==> src/rtl/oled_pkg.sv <==
// Shared types and constants for the SSD1306 power-up / command sequencer.
package oled_pkg;

   typedef enum logic [2:0] {
      ST_OFF,
      ST_FETCH,
      ST_DELAY,
      ST_REQ,
      ST_CLR,
      ST_READY
   } state_t;

   localparam int unsigned STEP_W   = 5;
   localparam int unsigned CNT_W    = 27;
   localparam int unsigned INIT_LEN = 21;

   // For SET_* steps, arg[0] is the level driven onto the (active-low) pin.
   localparam logic [2:0] OP_SET_VDD  = 3'd0;
   localparam logic [2:0] OP_SET_RES  = 3'd1;
   localparam logic [2:0] OP_SET_VBAT = 3'd2;
   localparam logic [2:0] OP_WAIT_MS  = 3'd3;
   localparam logic [2:0] OP_SEND_CMD = 3'd4;
   localparam logic [2:0] OP_END      = 3'd5;

   localparam logic [7:0] CMD_DISP_OFF      = 8'hAE;
   localparam logic [7:0] CMD_CHARGE_PUMP   = 8'h8D;
   localparam logic [7:0] CMD_CP_ENABLE     = 8'h14;
   localparam logic [7:0] CMD_PRECHARGE     = 8'hD9;
   localparam logic [7:0] CMD_PRECHARGE_VAL = 8'hF1;
   localparam logic [7:0] CMD_CONTRAST      = 8'h81;
   localparam logic [7:0] CMD_CONTRAST_VAL  = 8'h0F;
   localparam logic [7:0] CMD_SEG_REMAP     = 8'hA1;
   localparam logic [7:0] CMD_COM_SCAN_DEC  = 8'hC8;
   localparam logic [7:0] CMD_COM_PINS      = 8'hDA;
   localparam logic [7:0] CMD_COM_PINS_VAL  = 8'h20;
   localparam logic [7:0] CMD_DISP_ON       = 8'hAF;

   function automatic logic [10:0] mk_step(input logic [2:0] op, input logic [7:0] arg);
      return {op, arg};
   endfunction

endpackage

==> src/rtl/oled_init_seq_if.sv <==
// Byte request/done handshake between the sequencer and the SPI byte controller.
interface oled_init_seq_if;
   logic [7:0] spi_din;
   logic       spi_din_valid;
   logic       spi_sdone;

   modport master (output spi_din, output spi_din_valid, input spi_sdone);
   modport slave  (input spi_din, input spi_din_valid, output spi_sdone);
endinterface

==> src/rtl/oled_init_rom.sv <==
// Fixed SSD1306 init step list: step index -> {opcode, arg}.
module oled_init_rom
   import oled_pkg::*;
(
   input  logic [STEP_W-1:0] idx,
   output logic [10:0]       step_word
);

   always_comb begin
      step_word = mk_step(OP_END, 8'h00);
      unique case (idx)
         5'd0:  step_word = mk_step(OP_SET_VDD,  8'h00);
         5'd1:  step_word = mk_step(OP_WAIT_MS,  8'd1);
         5'd2:  step_word = mk_step(OP_SEND_CMD, CMD_DISP_OFF);
         5'd3:  step_word = mk_step(OP_SET_RES,  8'h00);
         5'd4:  step_word = mk_step(OP_WAIT_MS,  8'd1);
         5'd5:  step_word = mk_step(OP_SET_RES,  8'h01);
         5'd6:  step_word = mk_step(OP_WAIT_MS,  8'd1);
         5'd7:  step_word = mk_step(OP_SEND_CMD, CMD_CHARGE_PUMP);
         5'd8:  step_word = mk_step(OP_SEND_CMD, CMD_CP_ENABLE);
         5'd9:  step_word = mk_step(OP_SEND_CMD, CMD_PRECHARGE);
         5'd10: step_word = mk_step(OP_SEND_CMD, CMD_PRECHARGE_VAL);
         5'd11: step_word = mk_step(OP_SET_VBAT, 8'h00);
         5'd12: step_word = mk_step(OP_WAIT_MS,  8'd100);
         5'd13: step_word = mk_step(OP_SEND_CMD, CMD_CONTRAST);
         5'd14: step_word = mk_step(OP_SEND_CMD, CMD_CONTRAST_VAL);
         5'd15: step_word = mk_step(OP_SEND_CMD, CMD_SEG_REMAP);
         5'd16: step_word = mk_step(OP_SEND_CMD, CMD_COM_SCAN_DEC);
         5'd17: step_word = mk_step(OP_SEND_CMD, CMD_COM_PINS);
         5'd18: step_word = mk_step(OP_SEND_CMD, CMD_COM_PINS_VAL);
         5'd19: step_word = mk_step(OP_SEND_CMD, CMD_DISP_ON);
         default: step_word = mk_step(OP_END, 8'h00);
      endcase
   end

endmodule

==> src/rtl/oled_init_seq.sv <==
// SSD1306 power-up sequencer: rails, reset pulse, init command list, then
// forwards user command/data bytes to the SPI byte controller one at a time.
module oled_init_seq
   import oled_pkg::*;
#(
   parameter int unsigned MS_TICKS = 100000
)(
   input  logic                   clk,
   input  logic                   arst_n,
   input  logic                   start,
   input  logic [7:0]             user_byte,
   input  logic                   user_dc,
   input  logic                   user_valid,
   output logic                   user_ready,
   oled_init_seq_if.master        spi,
   output logic                   oled_dc,
   output logic                   oled_res_n,
   output logic                   oled_vdd_n,
   output logic                   oled_vbat_n,
   output logic                   busy,
   output logic                   init_done
);

   localparam logic [CNT_W-1:0] MS_CNT = CNT_W'(MS_TICKS);

   state_t             state_q, state_d;
   logic [STEP_W-1:0]  step_q, step_d;
   logic [CNT_W-1:0]   cnt_q, cnt_d;
   logic [7:0]         din_q, din_d;
   logic               dc_q, dc_d;
   logic               res_q, res_d;
   logic               vdd_q, vdd_d;
   logic               vbat_q, vbat_d;
   logic               ret_q, ret_d;
   logic               sdone_m, sdone_s;

   logic [10:0]        rom_word;
   logic [2:0]         rom_op;
   logic [7:0]         rom_arg;

   oled_init_rom u_rom (
      .idx       (step_q),
      .step_word (rom_word)
   );

   assign rom_op  = rom_word[10:8];
   assign rom_arg = rom_word[7:0];

   always_ff @(posedge clk) begin
      if (!arst_n) begin
         sdone_m <= 1'b0;
         sdone_s <= 1'b0;
      end else begin
         sdone_m <= spi.spi_sdone;
         sdone_s <= sdone_m;
      end
   end

   always_ff @(posedge clk) begin
      if (!arst_n) begin
         state_q <= ST_OFF;
         step_q  <= '0;
         cnt_q   <= '0;
         din_q   <= '0;
         dc_q    <= 1'b0;
         res_q   <= 1'b1;
         vdd_q   <= 1'b1;
         vbat_q  <= 1'b1;
         ret_q   <= 1'b0;
      end else begin
         state_q <= state_d;
         step_q  <= step_d;
         cnt_q   <= cnt_d;
         din_q   <= din_d;
         dc_q    <= dc_d;
         res_q   <= res_d;
         vdd_q   <= vdd_d;
         vbat_q  <= vbat_d;
         ret_q   <= ret_d;
      end
   end

   always_comb begin
      state_d = state_q;
      step_d  = step_q;
      cnt_d   = cnt_q;
      din_d   = din_q;
      dc_d    = dc_q;
      res_d   = res_q;
      vdd_d   = vdd_q;
      vbat_d  = vbat_q;
      ret_d   = ret_q;

      unique case (state_q)
         ST_OFF: begin
            if (start) begin
               state_d = ST_FETCH;
               step_d  = '0;
            end
         end

         ST_FETCH: begin
            unique case (rom_op)
               OP_SET_VDD: begin
                  vdd_d  = rom_arg[0];
                  step_d = step_q + 5'd1;
               end
               OP_SET_RES: begin
                  res_d  = rom_arg[0];
                  step_d = step_q + 5'd1;
               end
               OP_SET_VBAT: begin
                  vbat_d = rom_arg[0];
                  step_d = step_q + 5'd1;
               end
               // DELAY spends cnt+1 cycles, so preload one less than the tick total.
               OP_WAIT_MS: begin
                  cnt_d   = ({{(CNT_W-8){1'b0}}, rom_arg} * MS_CNT) - 27'd1;
                  state_d = ST_DELAY;
               end
               OP_SEND_CMD: begin
                  din_d   = rom_arg;
                  dc_d    = 1'b0;
                  ret_d   = 1'b0;
                  state_d = ST_REQ;
               end
               default: state_d = ST_READY;
            endcase
         end

         ST_DELAY: begin
            if (cnt_q == '0) begin
               step_d  = step_q + 5'd1;
               state_d = ST_FETCH;
            end else begin
               cnt_d = cnt_q - 27'd1;
            end
         end

         ST_REQ: begin
            if (sdone_s) state_d = ST_CLR;
         end

         // A done flag that is still high from the previous byte must fall first.
         ST_CLR: begin
            if (!sdone_s) begin
               if (ret_q) begin
                  state_d = ST_READY;
               end else begin
                  step_d  = step_q + 5'd1;
                  state_d = ST_FETCH;
               end
            end
         end

         ST_READY: begin
            if (user_valid) begin
               din_d   = user_byte;
               dc_d    = user_dc;
               ret_d   = 1'b1;
               state_d = ST_REQ;
            end
         end

         default: state_d = ST_OFF;
      endcase
   end

   assign spi.spi_din       = din_q;
   assign spi.spi_din_valid = (state_q == ST_REQ);
   assign oled_dc           = dc_q;
   assign oled_res_n        = res_q;
   assign oled_vdd_n        = vdd_q;
   assign oled_vbat_n       = vbat_q;
   assign user_ready        = (state_q == ST_READY);
   assign init_done         = (state_q == ST_READY) ||
                              (((state_q == ST_REQ) || (state_q == ST_CLR)) && ret_q);
   assign busy              = (state_q == ST_FETCH) || (state_q == ST_DELAY) ||
                              (((state_q == ST_REQ) || (state_q == ST_CLR)) && !ret_q);

endmodule

==> src/flat_wrapper.sv <==
// flat-port wrapper written by rule: the top's interface ports become plain ports
module oled_init_seq_flat import oled_pkg::*;
#(
   parameter int unsigned MS_TICKS = 100000
)
  (clk, arst_n, start, user_byte, user_dc, user_valid, user_ready, oled_dc, oled_res_n, oled_vdd_n, oled_vbat_n, busy, init_done, spi_spi_din, spi_spi_din_valid, spi_spi_sdone);
  oled_init_seq_if spi_i ();
  input  logic clk;
  input  logic arst_n;
  input  logic start;
  input  logic [7:0] user_byte;
  input  logic user_dc;
  input  logic user_valid;
  output logic user_ready;
  output logic oled_dc;
  output logic oled_res_n;
  output logic oled_vdd_n;
  output logic oled_vbat_n;
  output logic busy;
  output logic init_done;
  output wire logic [$bits(spi_i.spi_din)-1:0] spi_spi_din;
  output wire logic [$bits(spi_i.spi_din_valid)-1:0] spi_spi_din_valid;
  input wire logic [$bits(spi_i.spi_sdone)-1:0] spi_spi_sdone;
  assign spi_spi_din = spi_i.spi_din;
  assign spi_spi_din_valid = spi_i.spi_din_valid;
  assign spi_i.spi_sdone = spi_spi_sdone;
  oled_init_seq #(.MS_TICKS(MS_TICKS)) u_core (.clk(clk), .arst_n(arst_n), .start(start), .user_byte(user_byte), .user_dc(user_dc), .user_valid(user_valid), .user_ready(user_ready), .spi(spi_i), .oled_dc(oled_dc), .oled_res_n(oled_res_n), .oled_vdd_n(oled_vdd_n), .oled_vbat_n(oled_vbat_n), .busy(busy), .init_done(init_done));
endmodule
==> config.mk <==
export PLATFORM = sky130hd
export DESIGN_NAME = oled_init_seq_flat
export DESIGN_NICKNAME = d
export VERILOG_FILES = /design/src/rtl/oled_pkg.sv /design/src/rtl/oled_init_seq_if.sv /design/src/rtl/oled_init_rom.sv /design/src/rtl/oled_init_seq.sv /design/src/flat_wrapper.sv
export SDC_FILE = /design/constraint.sdc
export NUM_CORES = 1
export LEC_CHECK = 0
export CORE_UTILIZATION = 30
export DETAILED_ROUTE_END_ITERATION = 16
export GPL_ROUTABILITY_DRIVEN = 0
export MAX_ROUTING_LAYER = met4
export SYNTH_ARGS = -nofsm -noshare
export SYNTH_HDL_FRONTEND = slang
export SYNTH_SLANG_ARGS = --single-unit
==> constraint.sdc <==
create_clock -name clk -period 6.7 [get_ports clk]
set_clock_uncertainty 0.2 [all_clocks]
set_input_delay 0.67 -clock clk [delete_from_list [all_inputs] [get_ports clk]]
set_output_delay 0.67 -clock clk [all_outputs]
set_load 0.02 [all_outputs]
# Yosys cells after proc, flatten, opt, wreduce, memory -nomap -nowiden
# Memories as Yosys holds them, arrays and structs flattened. A register that Yosys moved wholly into a read port is not among the register bits.
# Cells that the tools add are included.
word_totals:
  register_bits: 50
  rom_bits: 352
  in_bits: 14
  output_inout_bits: 16
  word_cells: 84
  memories: 1
mem_list:
  columns: ["name", "depth", "word_bits", "read_ports", "rd_clocked_by_memory_dff", "wr", "line", "text"]
  rows:
  - ["(name not given)", 32, 11, 1, 1, 0, "oled_init_rom.sv:11", "unique case (idx)"]
op_classes:
  n_addsub: 3
  multipliers: 1
  eq_ne: 20
  muxes: 27
  reduce_logical: 21
ops:
  columns: ["op", "n"]
  rows:
  - ["$mux 27", 2]
  - ["$pmux 27 s2", 1]
  - ["$mux 5", 7]
  - ["$logic_not 27->1", 1]
  - ["$sub 27x1->27 const B", 1]
  - ["$sub 25x1->26 const B", 1]
  - ["$mul 8x12->20 const B", 1]
  - ["$pmux 5 s4", 1]
  - ["$mux 3", 6]
  - ["$ne 2x2->1 const B", 9]
  - ["$pmux 3 s6", 1]
  - ["$mux 8", 2]
  - ["$pmux 8 s2", 1]
  - ["$eq 3x2->1 const B", 4]
  - ["$reduce_and 6->1", 2]
  - ["$eq 3x3->1 const B", 3]
  - ["$pmux 3 s3", 1]
  - ["$eq 3x1->1 const B", 2]
  - ["$logic_not 3->1", 2]
  - ["$reduce_and 2->1", 3]
  - ["$reduce_and 3->1", 2]
  - ["$add 5x1->5 const B", 1]
  - ["$logic_or 1x1->1", 4]
  - ["$ne 2x1->1 const B", 2]
  - ["other kinds (7)", 12]

# Longest topological paths before layout
logic_depth:
  word_depth: 6
  ltp_mapped: 16
  ltp_nobuf: 15

# Modules after synthesis
# Synthesis repeated with hierarchy kept, for this count alone.
hier_totals:
  hier_cells: 659
  hier_area_um2: 5313.8
modules_own_cells:
  columns: ["module", "instances", "cells_each", "area_per_inst_um2", "seq_area_each_um2"]
  rows:
  - ["oled_init_seq", 1, 592, 4823.4, 1001.0]
  - ["oled_init_rom", 1, 67, 490.5, 0.0]

# Least setup slack after synthesis
# OpenSTA, ideal clock, no wires.
synth_path:
  kind: "reg2reg"
  startpoint: "register u_core.u_rom.step_word[2] (netlist name)"
  endpoint: "register u_core.cnt_q[23]"
  setup_time_ns: 0.120
  arrival_time_ns: 4.357
  t_required_ns: 6.380
  path_slack_ns: 2.023
  path_stages_with_launch: 16
  n_path_buf: 0
  synth_period_minus_slack_ns: 4.677
  cell_sequence: "dfxtp_1 ha_1 ha_1 inv_1 fa_1 inv_1 fa_1 ha_1 a211oi_1 o21ai_0 a2111o_1 a2111o_1 o311ai_0 nor2_1 and3_1 a211o_1"
synth_via:
  elab_chain_len: 4
synth_rtl:
  columns: ["item", "line", "text"]
  rows:
  - ["$mul 8x12->20", "oled_init_seq.sv:118", "cnt_d = ({{(CNT_W-8){1'b0}}, rom_arg} * MS_CNT) - 27'd1;"]
  - ["$sub 25x1->26", "oled_init_seq.sv:118", null]
  - ["$mux 27", "oled_init_seq.sv:103", "unique case (rom_op)"]
  - ["$pmux 27 s2", "oled_init_seq.sv:94", "unique case (state_q)"]
  - ["to (signal assigned)", "oled_init_seq.sv:73", "cnt_q <= cnt_d;"]
  - ["to (decl)", "oled_init_seq.sv:28", "logic [CNT_W-1:0] cnt_q, cnt_d;"]
# Every way passes these cells. The select of a mux whose other input is x is not followed.
# A chain may end at the register's enable or synchronous reset.

# Final worst setup path
layout_path:
  startpoint: "register u_core.u_rom.step_word[2] (netlist name)"
  endpoint: "register u_core.cnt_q[24]"
layout_via:
  elab_chain_len: 4
layout_rtl:
  columns: ["item", "line"]
  rows:
  - ["$mul 8x12->20", "oled_init_seq.sv:118"]
  - ["$sub 25x1->26", "oled_init_seq.sv:118"]
  - ["$mux 27", "oled_init_seq.sv:103"]
  - ["$pmux 27 s2", "oled_init_seq.sv:94"]
# Every way passes these cells. The select of a mux whose other input is x is not followed.

==> flow_summary_export.csv <==
group,metric,value,unit
sta,worstMarginPinSlew,1.13,ns
clocking,post_cts_resized,0,
clocking,cts_setup_buffers,0,
yosys,synth_top_family_by_area,"compound AO/OA/AOI/OAI gates",
global_routing,grt_pass1_wl,22.7,mm
floorplanning,die_h,137,um
sta,fmax,193,MHz
setup_path,critPathLaunchType,"flip-flop",
yosys,synth_cell_types,77,
setup_path,cp.required,6.73,ns
sta,maxSlewHeadroom,0.244,
route,drc,0,
yosys,synth-simple-area-share,0.235,
setup_path,crit_path_frequent_cell,"ha_1",
clocking,cts_tree,"yes",
clocking,clock_sinks,61,
clocking,root_buffer,"clkbuf_16",
setup_path,path_class,"reg2reg",
yosys,ys.flop_type,"dfxtp_1",
yosys,synth-seq-cells,61,
yosys,synth-compound-area-share,0.252,
clocking,clk_latency,0.34,ns
sta,layout_setup_ws,1.52,ns
global_routing,antenna_found_initial,0,
route,drtIter0Drc,395,
clocking,path_clk_slew,0.06,ns
setup_path,crit_arrival,5.21,ns
route,avgViaCountPerCell,5.39,
global_routing,grt_max_degree,35,
floorplanning,dieArea,0.0187,mm2
placed_design,hpwl,10.6,mm
route,drt-total-wl,14.0,mm
global_routing,grt_overflow,0,
yosys,syn_avg_cell_area,8.01,um2
status,run_status,"complete, no violations",
yosys,synth_mux_area_frac,0.0186,
floorplanning,row_count,48,
clocking,cts_buffers,9,
yosys,ys_seq_area_frac,0.224,
floorplanning,ios,30,
setup_path,critPathMaxStageDelay,0.50,ns
placed_design,dp_slack,1.54,ns
global_routing,grtUsageTotal,0.160,
flow_run,cap_violations,0,
setup_path,crit_slowest_cell,"fa_1",
setup_path,crit_path_end_kind,"flip-flop",
sta,finalCritPeriodShare,0.773,
sta,layout_min_cycle_time,5.18,ns
clocking,ctsHoldBuffers,0,
yosys,syn_nets,767,
route,first_pass_iters,5,
route,wl_per_cell,15.2,um
floorplanning,start_util,0.311,
clocking,ctsLongestPathBuffers,2,
floorplanning,core,0.0175,mm2
finish,syn_to_final_growth,14.9,%
sta,finalSetupViolCount,0,
floorplanning,die_x,137,um
finish,drive_gt1_frac,0.0656,
finish,nets,784,
sta,drv_slew,0,
yosys,synth_area,0.00544,mm2
yosys,synth_edf_count,0,
sta,rsz0062_at_grt,"no",
yosys,synth_fa_ha_area_frac,0.187,
placed_design,portBuffers,29,
setup_path,worst-path-max-fanout,6,
yosys,synthXorXnorAreaFrac,0.0419,
global_routing,first_global_vias,4444,
power,p_leak,2.67,nW
yosys,syn_inst,679,
setup_path,path_cells,"ha_1 -> ha_1 -> inv_1 -> fa_1 -> inv_1 -> fa_1 -> ha_1 -> a211oi_1 -> o21ai_0 -> a21oi_1 -> xor2_1 -> o2111ai_1 -> nor4_1 -> and4_1 -> nor3_1",
finish,antenna_cells,0,
min_path,min_path_type,"reg2reg",
power,p_per_area,363,mW/mm2
sta,hold_viol_final,0,
power,peakVddDrop,181,uV
route,vias,4991,
yosys,yosysWarnings,0,
route,ant_nets,0,
yosys,synth-async-reset-ratio,0,
sta,setup_tns,0,ns
clocking,htreeDepth,3,
## where the power goes
| group | switching (W) | leakage (nW) | internal [W] |
|---|---|---|---|
| logic | 0.000772 | 2.03 | 0.000545 |
| registers | 0.0000618 | 0.493 | 0.000404 |
| clock network | 0.000179 | 0.148 | 0.000308 |
## area by class of cell
class                   count  area [um2]
clock inverters             5        58.8
repair buffers             34         328
multi-input cells         560        4000
flip-flops and latches     61        1220
clock buffers              11         253
inverters                  30         115
well taps                 225         282
fillers                  1824       11200
## layer usage
layer,track usage,wire (um)
met1,0.221,7200
met2,0.232,6050
met3,0.0385,601
met4,0.0426,198
met5,-,0
## sequential cells by signal, indices dropped and copies added, names as in the netlist
name	flops
u_core.cnt_q	27
u_core.oled_dc	1
u_core.oled_res_n	1
u_core.oled_vbat_n	1
u_core.oled_vdd_n	1
u_core.ret_q	1
u_core.sdone_m	1
u_core.sdone_s	1
u_core.spi.spi_din	8
u_core.state_q	3
u_core.step_q	5
u_core.u_rom.step_word	11
## worst paths after layout
check | slack [ns] | cells after the start | start | end
worst min-delay path | 0.24 | 1 | u_core.sdone_m | u_core.sdone_s
worst min register to register | 0.24 | 1 | u_core.sdone_m | u_core.sdone_s
worst max register to register | 1.52 | 15 | u_core.u_rom.step_word[2] | u_core.cnt_q[24]
worst max-delay path | 1.52 | 15 | u_core.u_rom.step_word[2] | u_core.cnt_q[24]
## critical path: cells and delay by family (launching register included)
family                   cells  cell delay [ns]
adder cells (fa/ha/maj)      5             1.94
AND/OR/NAND/NOR              3             0.80
AO/OA/AOI/OAI                4             1.22
buffers and inverters        2             0.11
flip-flops                   1             0.44
XOR/XNOR                     1             0.35
## kinds of logic after synthesis
| logic type | count (synthesis) |
|---|---|
| simple gates | 245 |
| compound gates | 205 |
| fa+ha+maj | 74 |
| flops | 61 |
| buf+inv | 58 |
| xor+xnor | 26 |
| mux | 10 |
## synthesized netlist by cell type (all sizes together) (3+ instances only)
library cell  instances  share of area
a211o                 3         0.0048
a211oi               15          0.021
a21boi                3         0.0041
a21o                  6         0.0083
a21oi                51          0.047
a22oi                 7         0.0097
a31oi                 6         0.0069
a32oi                 4         0.0099
and2                 13          0.015
and3                  5         0.0060
and4                  4         0.0067
buf                   4         0.0041
clkbuf               24          0.017
dfxtp                61           0.22
fa                   12          0.044
ha                   62           0.14
inv                  29          0.020
mux2i                 9          0.017
nand2                63          0.043
nand2b                9          0.010
nand3                15          0.014
nand4                 5         0.0085
nand4b                3         0.0048
nor2                 62          0.043
nor2b                 5         0.0057
nor3                 17          0.018
nor3b                 8          0.011
nor4                 12          0.016
o2111ai               4         0.0064
o211ai               11          0.015
o21ai                48          0.044
o221ai                4         0.0064
o22ai                 7         0.0080
o311ai                6         0.0097
o31a                  4         0.0069
o31ai                 3         0.0041
or2                   6         0.0069
or3                   6         0.0069
or4                   6         0.0092
xnor2                13          0.021
xor2                 13          0.021
## metrics by stage
step	instances	power [W]	util	instance area (um2)	hold WS, ns
after floorplan	679	0.00148	-	5440	0.212
after global placement	910	0.00178	0.340	5940	0.219
after detailed placement	910	0.00178	0.340	5940	0.233
after CTS	926	0.00228	0.358	6250	0.240
after global routing	926	0.00246	0.358	6250	0.269
final	926	0.00227	0.358	6250	0.236
## cells in the final DEF, fill, tap and decap left out, drive strengths merged, types with 12 or more instances in the layout
master | synthesis | layout
a211oi | 15 | 15
a21oi | 51 | 51
and2 | 13 | 13
clkdlybuf4s50 | 0 | 29
dfxtp | 61 | 61
fa | 12 | 12
ha | 62 | 62
inv | 29 | 29
nand2 | 63 | 63
nand3 | 15 | 15
nor2 | 62 | 62
nor3 | 17 | 17
nor4 | 12 | 12
o21ai | 48 | 48
xnor2 | 13 | 13
xor2 | 13 | 13
(Power assumes the default switching activity.)
